--- src/rtl/usb_protocol_ctrl.sv ---
// USB full-speed endpoint packet sequencer: answers tokens with handshakes, times out
// missing responses and reports transfer completion/error status to the register side.
//
// state        | meaning
// IDLE         | listening, no IN data armed
// RX_WAIT_DATA | OUT token seen, waiting for the DATA packet (timed)
// RX_DATA      | DATA handling, resolved combinationally at the DATA strobe; never registered
// SEND_HS      | driving an ACK/NAK handshake, waiting for TX to finish
// TX_ARMED     | IN data loaded, waiting for the host's IN token
// TX_DATA      | driving DATA0, waiting for TX to finish
// TX_WAIT_ACK  | DATA0 sent, waiting for the host handshake (timed)
module usb_protocol_ctrl #(
    parameter int BUF_DEPTH = 64,
    parameter int TIMEOUT   = 800
) (
    input  logic       clk,
    input  logic       rst,
    input  logic [2:0] rx_packet,
    input  logic       rx_packet_valid,
    input  logic       rx_transfer_active,
    input  logic       rx_error,
    input  logic       tx_transfer_active,
    input  logic       tx_error,
    input  logic [6:0] buffer_occupancy,
    input  logic       host_send_req,
    input  logic       err_clear,
    output logic [2:0] tx_packet,
    output logic       tx_start,
    output logic       d_mode,
    output logic       clear_buffer,
    output logic       rx_done,
    output logic       tx_done,
    output logic       xfer_error,
    output logic       busy
);
    localparam int TW = $clog2(TIMEOUT + 1);
    localparam logic [TW-1:0] TIMER_MAX = TW'(TIMEOUT);

    localparam logic [2:0] PID_OUT  = 3'd1;
    localparam logic [2:0] PID_IN   = 3'd2;
    localparam logic [2:0] PID_DATA = 3'd3;
    localparam logic [2:0] PID_ACK  = 3'd4;
    localparam logic [2:0] PID_NAK  = 3'd5;

    localparam logic [2:0] TXP_IDLE  = 3'd0;
    localparam logic [2:0] TXP_DATA0 = 3'd1;
    localparam logic [2:0] TXP_ACK   = 3'd2;
    localparam logic [2:0] TXP_NAK   = 3'd3;

    typedef enum logic [2:0] {
        IDLE,
        RX_WAIT_DATA,
        RX_DATA,
        SEND_HS,
        TX_ARMED,
        TX_DATA,
        TX_WAIT_ACK
    } state_t;

    state_t        state, state_nxt;
    logic [TW-1:0] timer, timer_nxt, timer_inc;
    logic          seen, seen_nxt;
    logic          ret_armed, ret_armed_nxt;
    logic          hs_ack, hs_ack_nxt;
    logic [2:0]    tx_packet_nxt;
    logic          tx_start_nxt, d_mode_nxt, clear_nxt;
    logic          rx_done_nxt, tx_done_nxt, set_err;
    logic          pkt_valid, pkt_known, timeout;
    logic          pkt_out, pkt_in, pkt_data, pkt_ack;

    // The RX side is not listened to while we own the bus.
    assign pkt_valid = rx_packet_valid && !d_mode;
    assign pkt_known = pkt_valid && (rx_packet >= PID_OUT) && (rx_packet <= PID_NAK);
    assign pkt_out   = pkt_valid && (rx_packet == PID_OUT);
    assign pkt_in    = pkt_valid && (rx_packet == PID_IN);
    assign pkt_data  = pkt_valid && (rx_packet == PID_DATA);
    assign pkt_ack   = pkt_valid && (rx_packet == PID_ACK);

    // A packet already being received at the deadline gets to finish; the timer saturates meanwhile.
    assign timeout   = (timer == TIMER_MAX) && !rx_transfer_active;
    assign timer_inc = (timer == TIMER_MAX) ? timer : timer + TW'(1);

    always_comb begin
        state_nxt     = state;
        timer_nxt     = timer;
        seen_nxt      = seen;
        ret_armed_nxt = ret_armed;
        hs_ack_nxt    = hs_ack;
        tx_packet_nxt = tx_packet;
        tx_start_nxt  = 1'b0;
        d_mode_nxt    = d_mode;
        clear_nxt     = 1'b0;
        rx_done_nxt   = 1'b0;
        tx_done_nxt   = 1'b0;
        set_err       = 1'b0;

        case (state)
            IDLE: begin
                if (pkt_out) begin
                    state_nxt     = RX_WAIT_DATA;
                    timer_nxt     = '0;
                    ret_armed_nxt = 1'b0;
                end else if (pkt_in) begin
                    state_nxt     = SEND_HS;
                    tx_packet_nxt = TXP_NAK;
                    tx_start_nxt  = 1'b1;
                    d_mode_nxt    = 1'b1;
                    seen_nxt      = 1'b0;
                    hs_ack_nxt    = 1'b0;
                    ret_armed_nxt = 1'b0;
                end else if (host_send_req) begin
                    state_nxt = TX_ARMED;
                end
            end

            RX_WAIT_DATA: begin
                if (pkt_data) begin
                    if (rx_error) begin
                        state_nxt = ret_armed ? TX_ARMED : IDLE;
                        clear_nxt = !ret_armed;
                        set_err   = 1'b1;
                    end else if (ret_armed || (buffer_occupancy <= 7'(BUF_DEPTH))) begin
                        // Armed buffer belongs to TX: OUT data is refused with NAK.
                        state_nxt     = SEND_HS;
                        tx_packet_nxt = ret_armed ? TXP_NAK : TXP_ACK;
                        tx_start_nxt  = 1'b1;
                        d_mode_nxt    = 1'b1;
                        seen_nxt      = 1'b0;
                        hs_ack_nxt    = !ret_armed;
                    end else begin
                        state_nxt = IDLE;
                        clear_nxt = 1'b1;
                        set_err   = 1'b1;
                    end
                end else if (pkt_known || timeout) begin
                    state_nxt = ret_armed ? TX_ARMED : IDLE;
                    set_err   = 1'b1;
                end else begin
                    timer_nxt = timer_inc;
                end
            end

            SEND_HS: begin
                if (tx_transfer_active) seen_nxt = 1'b1;
                if (seen && !tx_transfer_active) begin
                    state_nxt     = ret_armed ? TX_ARMED : IDLE;
                    d_mode_nxt    = 1'b0;
                    tx_packet_nxt = TXP_IDLE;
                    rx_done_nxt   = hs_ack;
                    hs_ack_nxt    = 1'b0;
                    seen_nxt      = 1'b0;
                end
            end

            TX_ARMED: begin
                if (pkt_in) begin
                    state_nxt     = (buffer_occupancy != '0) ? TX_DATA : SEND_HS;
                    tx_packet_nxt = (buffer_occupancy != '0) ? TXP_DATA0 : TXP_NAK;
                    tx_start_nxt  = 1'b1;
                    d_mode_nxt    = 1'b1;
                    seen_nxt      = 1'b0;
                    hs_ack_nxt    = 1'b0;
                    ret_armed_nxt = 1'b1;
                end else if (pkt_out) begin
                    state_nxt     = RX_WAIT_DATA;
                    timer_nxt     = '0;
                    ret_armed_nxt = 1'b1;
                end
            end

            TX_DATA: begin
                if (tx_transfer_active) seen_nxt = 1'b1;
                if (tx_error) begin
                    state_nxt     = IDLE;
                    d_mode_nxt    = 1'b0;
                    tx_packet_nxt = TXP_IDLE;
                    seen_nxt      = 1'b0;
                    clear_nxt     = 1'b1;
                    set_err       = 1'b1;
                end else if (seen && !tx_transfer_active) begin
                    state_nxt     = TX_WAIT_ACK;
                    timer_nxt     = '0;
                    d_mode_nxt    = 1'b0;
                    tx_packet_nxt = TXP_IDLE;
                    seen_nxt      = 1'b0;
                end
            end

            TX_WAIT_ACK: begin
                if (pkt_ack) begin
                    state_nxt   = IDLE;
                    tx_done_nxt = 1'b1;
                    clear_nxt   = 1'b1;
                end else if (pkt_known || timeout) begin
                    state_nxt = IDLE;
                    clear_nxt = 1'b1;
                    set_err   = 1'b1;
                end else begin
                    timer_nxt = timer_inc;
                end
            end

            default: begin
                state_nxt = IDLE;
            end
        endcase
    end

    always_ff @(posedge clk or posedge rst) begin
        if (rst) begin
            state        <= IDLE;
            timer        <= '0;
            seen         <= 1'b0;
            ret_armed    <= 1'b0;
            hs_ack       <= 1'b0;
            tx_packet    <= TXP_IDLE;
            tx_start     <= 1'b0;
            d_mode       <= 1'b0;
            clear_buffer <= 1'b0;
            rx_done      <= 1'b0;
            tx_done      <= 1'b0;
            xfer_error   <= 1'b0;
            busy         <= 1'b0;
        end else begin
            state        <= state_nxt;
            timer        <= timer_nxt;
            seen         <= seen_nxt;
            ret_armed    <= ret_armed_nxt;
            hs_ack       <= hs_ack_nxt;
            tx_packet    <= tx_packet_nxt;
            tx_start     <= tx_start_nxt;
            d_mode       <= d_mode_nxt;
            clear_buffer <= clear_nxt;
            rx_done      <= rx_done_nxt;
            tx_done      <= tx_done_nxt;
            // A new error outranks a simultaneous clear.
            xfer_error   <= set_err | (xfer_error & ~err_clear);
            busy         <= (state_nxt != IDLE) && (state_nxt != TX_ARMED);
        end
    end

endmodule
--- config.mk ---
export PLATFORM = sky130hd
export DESIGN_NAME = usb_protocol_ctrl
export DESIGN_NICKNAME = d
export VERILOG_FILES = /design/src/rtl/usb_protocol_ctrl.sv
export SDC_FILE = /design/constraint.sdc
export NUM_CORES = 1
export LEC_CHECK = 0
export ABC_AREA = 1
export ABC_CLOCK_PERIOD_IN_PS = 2340
export CAP_MARGIN = 20
export CORE_MARGIN = 5
export CORE_UTILIZATION = 45
export CTS_BUF_LIST = sky130_fd_sc_hd__clkbuf_8
export CTS_CLUSTER_DIAMETER = 120
export CTS_CLUSTER_SIZE = 25
export DETAILED_ROUTE_END_ITERATION = 8
export GPL_ROUTABILITY_DRIVEN = 0
export PLACE_DENSITY_LB_ADDON = 0.08
export SLEW_MARGIN = 20
export SYNTH_ARGS = -nofsm -noshare
export SYNTH_HDL_FRONTEND = slang
export SYNTH_SLANG_ARGS = --single-unit
--- constraint.sdc ---
create_clock -name clk -period 2.34 [get_ports clk]
set_input_delay 0.585 -clock clk [delete_from_list [all_inputs] [get_ports clk]]
set_output_delay 0.585 -clock clk [all_outputs]
set_load 0.02 [all_outputs]
Word-level counts from Yosys, hierarchy flattened
Index checks and enable logic that the tools add are counted.
Storage, ports and cells
  register bits after elaboration: 26
  input port bits: 19
  logic and storage cells: 160
Operators by class
  add/subtract/negate cells: 1
  order comparisons: 3
  eq/ne operators: 25
  multiplexer cells: 87
  bitwise logic cells: 3
  reductions and logical operators: 28
Operator list (count)
  2-to-1 mux 10 bit: 8
  2-to-1 mux 3 bit: 23
  case mux 10 bit (5 select lines): 1
  2-to-1 mux 1 bit: 44
  != test 2 bit (second input constant): 12
  case mux 3 bit (6 select lines): 1
  case mux 3 bit (5 select lines): 1
  equality test 3 bit (second input constant): 4
  AND reduction 6 bit: 2
  adder 10 x 1 -> 10 bit (second input constant): 1
  equality test 10 bit (second input constant): 1
  logical AND 1 bit: 10
  case mux 1 bit (5 select lines): 2
  nonzero test 5 bit: 2
  equality test 3 x 2 -> 1 bit (second input constant): 3
  != test 3 bit (second input constant): 3
  case mux 1 bit (3 select lines): 3
  less-or-equal comparator 7 bit (second input constant): 1
  AND reduction 7 bit: 1
  nonzero test 7 bit: 1
  equality test 3 x 1 -> 1 bit (second input constant): 2
  AND reduction 5 bit: 1
  zero test 1 bit: 4
  2-to-1 mux 2 bit: 2
  13 further kinds: 14

Longest topological paths before layout
Gate-level depths: netlist of the first run.
  depth after elaboration: 10
  mapped depth: 11
  gate-level depth less buffers: 10

Least setup slack after synthesis of the first run
OpenSTA, ideal clock, no wires.
  path kind: in2reg
  from: in rx_packet[0]
  to: reg tx_packet[2]
  arrival: 1382 ps
  required time: 2221 ps
  setup slack: 839 ps
  cell stages on the path: 7
  path buffers: 0
  path through: nor2_1 > nand3_1 > nand2_1 > nand2_1 > nor2_2 > nand3_1 > and2_1
Between the ends
  longest elaborated chain between the ends: 4
  elaborated cells on any way between the ends: 11
Ends and longest elaborated chain
  from (decl): line 18  | input logic [2:0] rx_packet,
  equality test 3 x 2 -> 1 bit (tied with other cells): line 75  | assign pkt_in = pkt_valid && (rx_packet == PID_IN);
  logical AND 1 bit (on tied branches): line 75, 74, 76
  != test 2 bit (no source line)
  AND reduction 7 bit (no source line) *
  to (signal assigned): line 230  | tx_packet <= tx_packet_nxt;
  to (decl): line 27  | output logic [2:0] tx_packet,
Mark *: on every way between the ends. The rest lies on a longest branch, timed or not.
A chain may end at the register's enable or synchronous reset.

Final worst setup path of the first run
  from: reg d_mode
  to: out d_mode
RTL lines
  from (decl): line 29  | output logic d_mode,
  from (signal assigned): line 232  | d_mode <= d_mode_nxt;
No word-level cell between the ends.

==> results of run 1 <==
==> kinds of logic (layout without fill, tap and decap cells) <==
logic type / Yosys count / after routing
flip-flops: 26 / 26
buffers and inverters: 35 / 68
adder cells (fa/ha/maj): 2 / 2
AO/OA/AOI/OAI: 29 / 29
AND/OR/NAND/NOR: 188 / 188
XOR/XNOR: 1 / 1
==> sequential cells by signal, summed over array words and instances (netlist names) <==
name          cells
busy              1
clear_buffer      1
d_mode            1
hs_ack            1
ret_armed         1
rx_done           1
seen              1
state             3
timer            10
tx_done           1
tx_packet         3
tx_start          1
xfer_error        1
==> metrics by stage <==
step | total power [uW] | std cells
detailed placement | 1505 | 360
floorplan | 1235 | 281
global placement | 1507 | 360
finish | 1873 | 364
global route | 2020 | 364
CTS | 1889 | 364
==> metal layers <==
| metal | track usage, % | wire length [um] |
|---|---|---|
| met1 | 21.98 | 2020 |
| met2 | 33.27 | 2247 |
| met3 | 2.027 | 170 |
| met4 | 4.829 | 53 |
| met5 | 0 | 0 |
==> report_power, final <==
part | total, uW | switching [uW] | internal [uW]
logic | 863 | 539 | 325
registers | 630 | 90.9 | 539
clock network | 380 | 151 | 229
==> cells in the final DEF, fill, tap and decap left out <==
cell type,instances
nor2_2,6
o211ai_1,1
xnor2_1,1
nand3b_1,3
nand3_2,2
buf_4,3
buf_12,1
nand3_1,30
nor2_1,41
o21ai_1,2
inv_1,30
and2_1,1
or2_2,2
o21ai_2,11
bufinv_16,1
a22oi_1,1
nand2_1,94
nand2_2,3
o21bai_1,2
clkbuf_8,3
a21oi_2,1
nand4_1,6
clkdlybuf4s50_1,28
ha_1,2
dfrtp_1,26
inv_2,2
o21ai_0,8
a21oi_1,3
==> cell type report <==
cell class | instances | area [um2]
Clock buffer | 3 | 41.29
Clock inverter | 1 | 30.03
Fill cell | 409 | 1727
Inverter | 32 | 120.1
Multi-Input combinational cell | 220 | 1046
Sequential cell | 26 | 650.6
Tap cell | 50 | 62.56
Timing Repair Buffer | 32 | 322.8
==> worst paths after layout <==
check / start / end / slack [ns] / depth (start not counted)
max: d_mode / d_mode / 0.37 / 1
min: seen / seen / 0.48 / 2
max reg2reg: state[0] / timer[0] / 0.50 / 10
min reg2reg: seen / seen / 0.48 / 2
max in group asynchronous: rst / tx_packet[1] / 1.43 / 3
min in group asynchronous: rst / timer[2] / 0.66 / 3
==> metrics.md, run 1 <==
| Metric | Value |
|---|---|
| Post-layout minimum cycle time | between 1.5 and 2 ns |
| Num CTS Buffers | 3 |
| FMAX | about 510 MHz |
| CP Capture Type | output port |
| WL per Instance | ~12 um |
| Post-synth EDFFs | 0 |
| Distinct cell type count after synthesis | 25 |
| Mapped Cells | around 280 |
| DIE AREA | 5479 um2 |
| H-tree depth | 1 |
| Main synth FF type | dfrtp_1 |
| Worst-margin pin slew | between 0.4 and 0.5 ns |
| Synth Net Count | roughly 300 |
| Crit Path Class | flip-flop to output port |
| Most frequent cell after synthesis | nand2_1 |
| Root Driver | clkbuf_8 |
| Cell Pwr Density | around 820 nW/um2 |
| Post-synthesis adder-cell area fraction | under 10% |
| Iteration-0 DRC Markers | between 70 and 80 |
| Synth cell count leaders | 94 x nand2_1, 41 x nor2_1, 30 x inv_1, 30 x nand3_1, 26 x dfrtp_1 |
| Clk buf depth | 2 |
| Largest net degree at the start of global routing | 27 |
| Via Count | ~1800 |
| CTS-repair resized insts | 0 |
| Mux contribution to synthesized area | 0% |
| CP cell instances | clkdlybuf4s50_1 |
| Top cell type by total area after synthesis | dfrtp_1 |
| Clock transition at path regs | approximately 0.09 ns |
| Slew Limit Fails | 0 |
| CTS tree | done |
| CTS Sinks | 26 |
| First-pass iteration count of the detailed router | 4 |
| Post-synth top area share | between 30% and 40% |
| # DRC | 0 |
| GRT overflow | 0 |
| Buffers on Ports | 28 |
| Initial antenna violation count | 0 |
| DPL Wire Length | between 3000 and 4000 um |
| Routed wire length | 4492 um |
| Fraction of layout cells with a size suffix above 1 | 11.15% |
| Area Overhead vs Synth | 23.27% |
| Post-Synth Simple-Gate Area | 44.03% |
| Final hold vios | 0 |
| Mapped Avg Cell Area | about 6.6 um2 |
| Pre-CTS WS | 0.1417 ns |
| Nets | 336 |
| First-pass GRT wire length | ~7700 um |
| Max Cap Violations | 0 |
| Min setup slack post-route | ~0.37 ns |
| CP max FO | 6 |
| Rel. slew slack | between 70% and 80% |
| Unrepaired setup endpoints after global routing | false |
| CP max-delay cell | clkdlybuf4s50_1 |
| Critical path required time | about 1.8 ns |
| Critical Path Start Type | flip-flop |
| Hold buffer count at cts | 0 |
| Clk Latency, worst-skew pair | ~0.27 ns |
| Die width | 74.02 um |
| Status | finished clean |
| Final count of negative-setup-slack endpoints | 0 |
| Area share of xor/xnor cells in the synthesized design | less than 1% |
| Via density | roughly 5.1 |
| Leakage | 0.001098 uW |
| Vias in the first global route | ~1700 |
| Post-synthesis compound-gate area fraction | 10.85% |
| Largest family of logic cells by synthesized area | simple AND/OR/NAND/NOR gates |
| Largest delay share family, worst path | buffers and inverters |
| Max VDD drop | ~0.36 mV |
| Setup TNS | 0 ns |
| GRT Total Usage | between 10% and 20% |
| Dpl cell area | between 2000 and 2500 um2 |
| Worst Hold Class | flip-flop to flip-flop |
| Hold_ws | roughly 0.48 ns |
| Die Y | approximately 74 um |
| Top Ports | 29 |
| Core Area | ~4000 um2 |
| Worst Skew | 0.002618 ns |
| Initial Util | between 40% and 50% |
| Arrival @ worst endpoint | 1.39 ns |
| Async SR Flop Fraction | 100.0% |
| Sequential area share after synthesis | between 30% and 40% |
| Row cnt | 23 |
| Synth top area cells | dfrtp_1 35%, nand2_1 19%, nor2_1 8.3% |
| ANT nets after route | 0 |
| Post-synthesis cell area | 1844 um2 |
| Bufs and invs on worst path | 1 |
| # diodes | 0 |
| Post-layout util | between 50% and 60% |
| Synth Register Bits | 26 |
| Final worst-path cycle share | a little over four fifths |
| Post-CTS Setup Inserts | 0 |
| Largest stage delay on the critical path | 0.65 ns |
| Final instance area | approximately 2300 um2 |
| Yosys warnings | 0 |
Note: power is estimated with default switching activity, not from simulation.
==> run 2: changes to the inputs <==
Settings changed: ABC_CLOCK_PERIOD_IN_PS 2340 to 2000.
Clock period 2.34 ns to 2 ns, I/O delays scaled along.
==> run 2 against run 1 <==
Power increased by 19%. Register-to-register slack got worse by 0.20 ns. Wire length increased by 0.69%. Critical path type unchanged. Largest cell class unchanged.
==> metrics.md, run 2 (same netlist as run 1, synthesis figures left out) <==
| Metric | Value |
|---|---|
| DPL Wire Length | around 3600 um |
| Die Y | between 70 and 80 um |
| # DRC | 0 |
| Finished Layout Cells | 373 |
| GRT overflow | 0 |
| Fraction of layout cells with a size suffix above 1 | roughly 14% |
| Cell Pwr Density | about 950 nW/um2 |
| Via Count | roughly 1900 |
| Largest net degree at the start of global routing | 27 |
| Clk buf depth | 2 |
| Filler cell count | between 300 and 400 |
| Arrival @ worst endpoint | 1.39 ns |
| Worst Skew | 0.005265 ns |
| Row cnt | 23 |
| Area Overhead vs Synth | 26.93% |
| GR Util met2 | about 34% |
| Post-layout minimum cycle time | roughly 1.9 ns |
| Initial antenna violation count | 0 |
| # diodes | 0 |
| First-pass GRT wire length | about 7800 um |
| Core Area | roughly 4000 um2 |
| Rel. slew slack | 73.92% |
| Final hold vios | 0 |
| CP Capture Type | output port |
| WL per Instance | ~12 um |
| H-tree depth | 1 |
| DIE AREA | 5479 um2 |
| Buffers on Ports | 28 |
| Bufs and invs on worst path | 1 |
| Final worst-path cycle share | between 90% and 100% |
| Regs by FF count | timer: 10 flops, state: 3 flops, tx_packet: 3 flops |
| Final count of negative-setup-slack endpoints | 0 |
| Critical Path Start Type | flip-flop |
| Iteration-0 DRC Markers | 70 |
| Hold buffer count at cts | 0 |
| Leakage | ~0.0011 uW |
| Commonest non-fill, non-tap cell in the layout | nand2_1 |
| Slew Limit Fails | 0 |
| Grt met3 use | under 10% |
| Most frequent cells in the layout | 94 x nand2_1, 41 x nor2_1, 30 x inv_1, 30 x nand3_1, 28 x clkdlybuf4s50_1 |
| DP Cell Count | roughly 370 |
| GRT Total Usage | 18.20% |
| Die width | between 70 and 80 um |
| FMAX | 529.3 MHz |
| Largest stage delay on the critical path | between 0.6 and 0.7 ns |
| Via density | 4.981 |
| Worst Hold Class | flip-flop to flip-flop |
| CTS-repair resized insts | 0 |
| ANT nets after route | 0 |
| CP cell instances | clkdlybuf4s50_1 |
| Crit Path Class | flip-flop to output port |
| Post-CTS Setup Inserts | 0 |
| Gr busiest metal | met2 |
| CP max FO | 6 |
| Unrepaired setup endpoints after global routing | false |
| CP max-delay cell | clkdlybuf4s50_1 |
| Largest register FFs | 10 |
| Routed wire length | 4523 um |
| CTS tree | done |
| Met1 Track Usage GR | between 20% and 30% |
| Post-layout util | just under 60% |
| Worst-margin pin slew | 0.3871 ns |
| Largest delay share family, worst path | buffers and inverters |
| Clk Latency, worst-skew pair | 0.28 ns |
| CTS Sinks | 26 |
| Initial Util | 46.11% |
| Max Cap Violations | 0 |
| Nets | around 350 |
| Status | finished clean |
| First-pass iteration count of the detailed router | 4 |
| Critical path required time | approximately 1.5 ns |
| Vias in the first global route | roughly 1800 |
| Clock transition at path regs | approximately 0.09 ns |
| Num CTS Buffers | 3 |
| Top Ports | 29 |
| Register name with the most flops | timer |
| Root Driver | clkbuf_8 |
| Max VDD drop | between 0.4 and 0.5 mV |
[run 2: changes by cell type in the layout (fill, tap and decap cells not counted), sizes merged]
cell / previous run / this run
buf: 4 / 13
[run 2: metal layers]
metal	vias up	wire length, um
met2	30	2357
met5	-	0
met3	4	153
li1	978	-
met1	846	1954
met4	0	58
[run 2: metrics by stage]
stage,total power (uW),area [um2],setup slack (ns),hold slack (ns),setup TNS (ns)
after floorplan,1445,1844,0.5483,0.4422,0
after global placement,1796,2270,-0.1297,0.4571,-1.139
after detailed placement,1795,2270,-0.1033,0.4622,-1.133
after CTS,2247,2341,0.08948,0.4853,0
after global routing,2419,2341,0.01568,0.5376,0
final,2230,2341,0.1106,0.4833,0
[run 2: where the power goes]
part / leakage (uW) / switching [uW] / internal, uW
logic: 0.000757 / 632 / 413
clock network: 0.0000357 / 176 / 268
registers: 0.000348 / 111 / 631
[run 2: area by class of cell]
cell class	instances	area, um2	share of cell area, %
tap	50	62.56	2.672
timing repair buffer	41	390.4	16.68
clock buffer	3	41.29	1.764
clock inverter	1	30.03	1.283
inverter	32	120.1	5.131
sequential	26	650.6	27.79
multi-input combinational	220	1046	44.68
[run 2: path summary, 6_finish.rpt]
kind                               from  slack, ns  depth (start not counted)      endpoint
setup / recovery                 d_mode       0.11                          1        d_mode
hold reg to reg            tx_packet[0]       0.48                          2  tx_packet[0]
min in group asynchronous           rst       0.57                          3      timer[0]
hold / removal             tx_packet[0]       0.48                          2  tx_packet[0]
max in group asynchronous           rst       1.18                          3      timer[9]
setup reg to reg               timer[0]       0.30                          9          busy
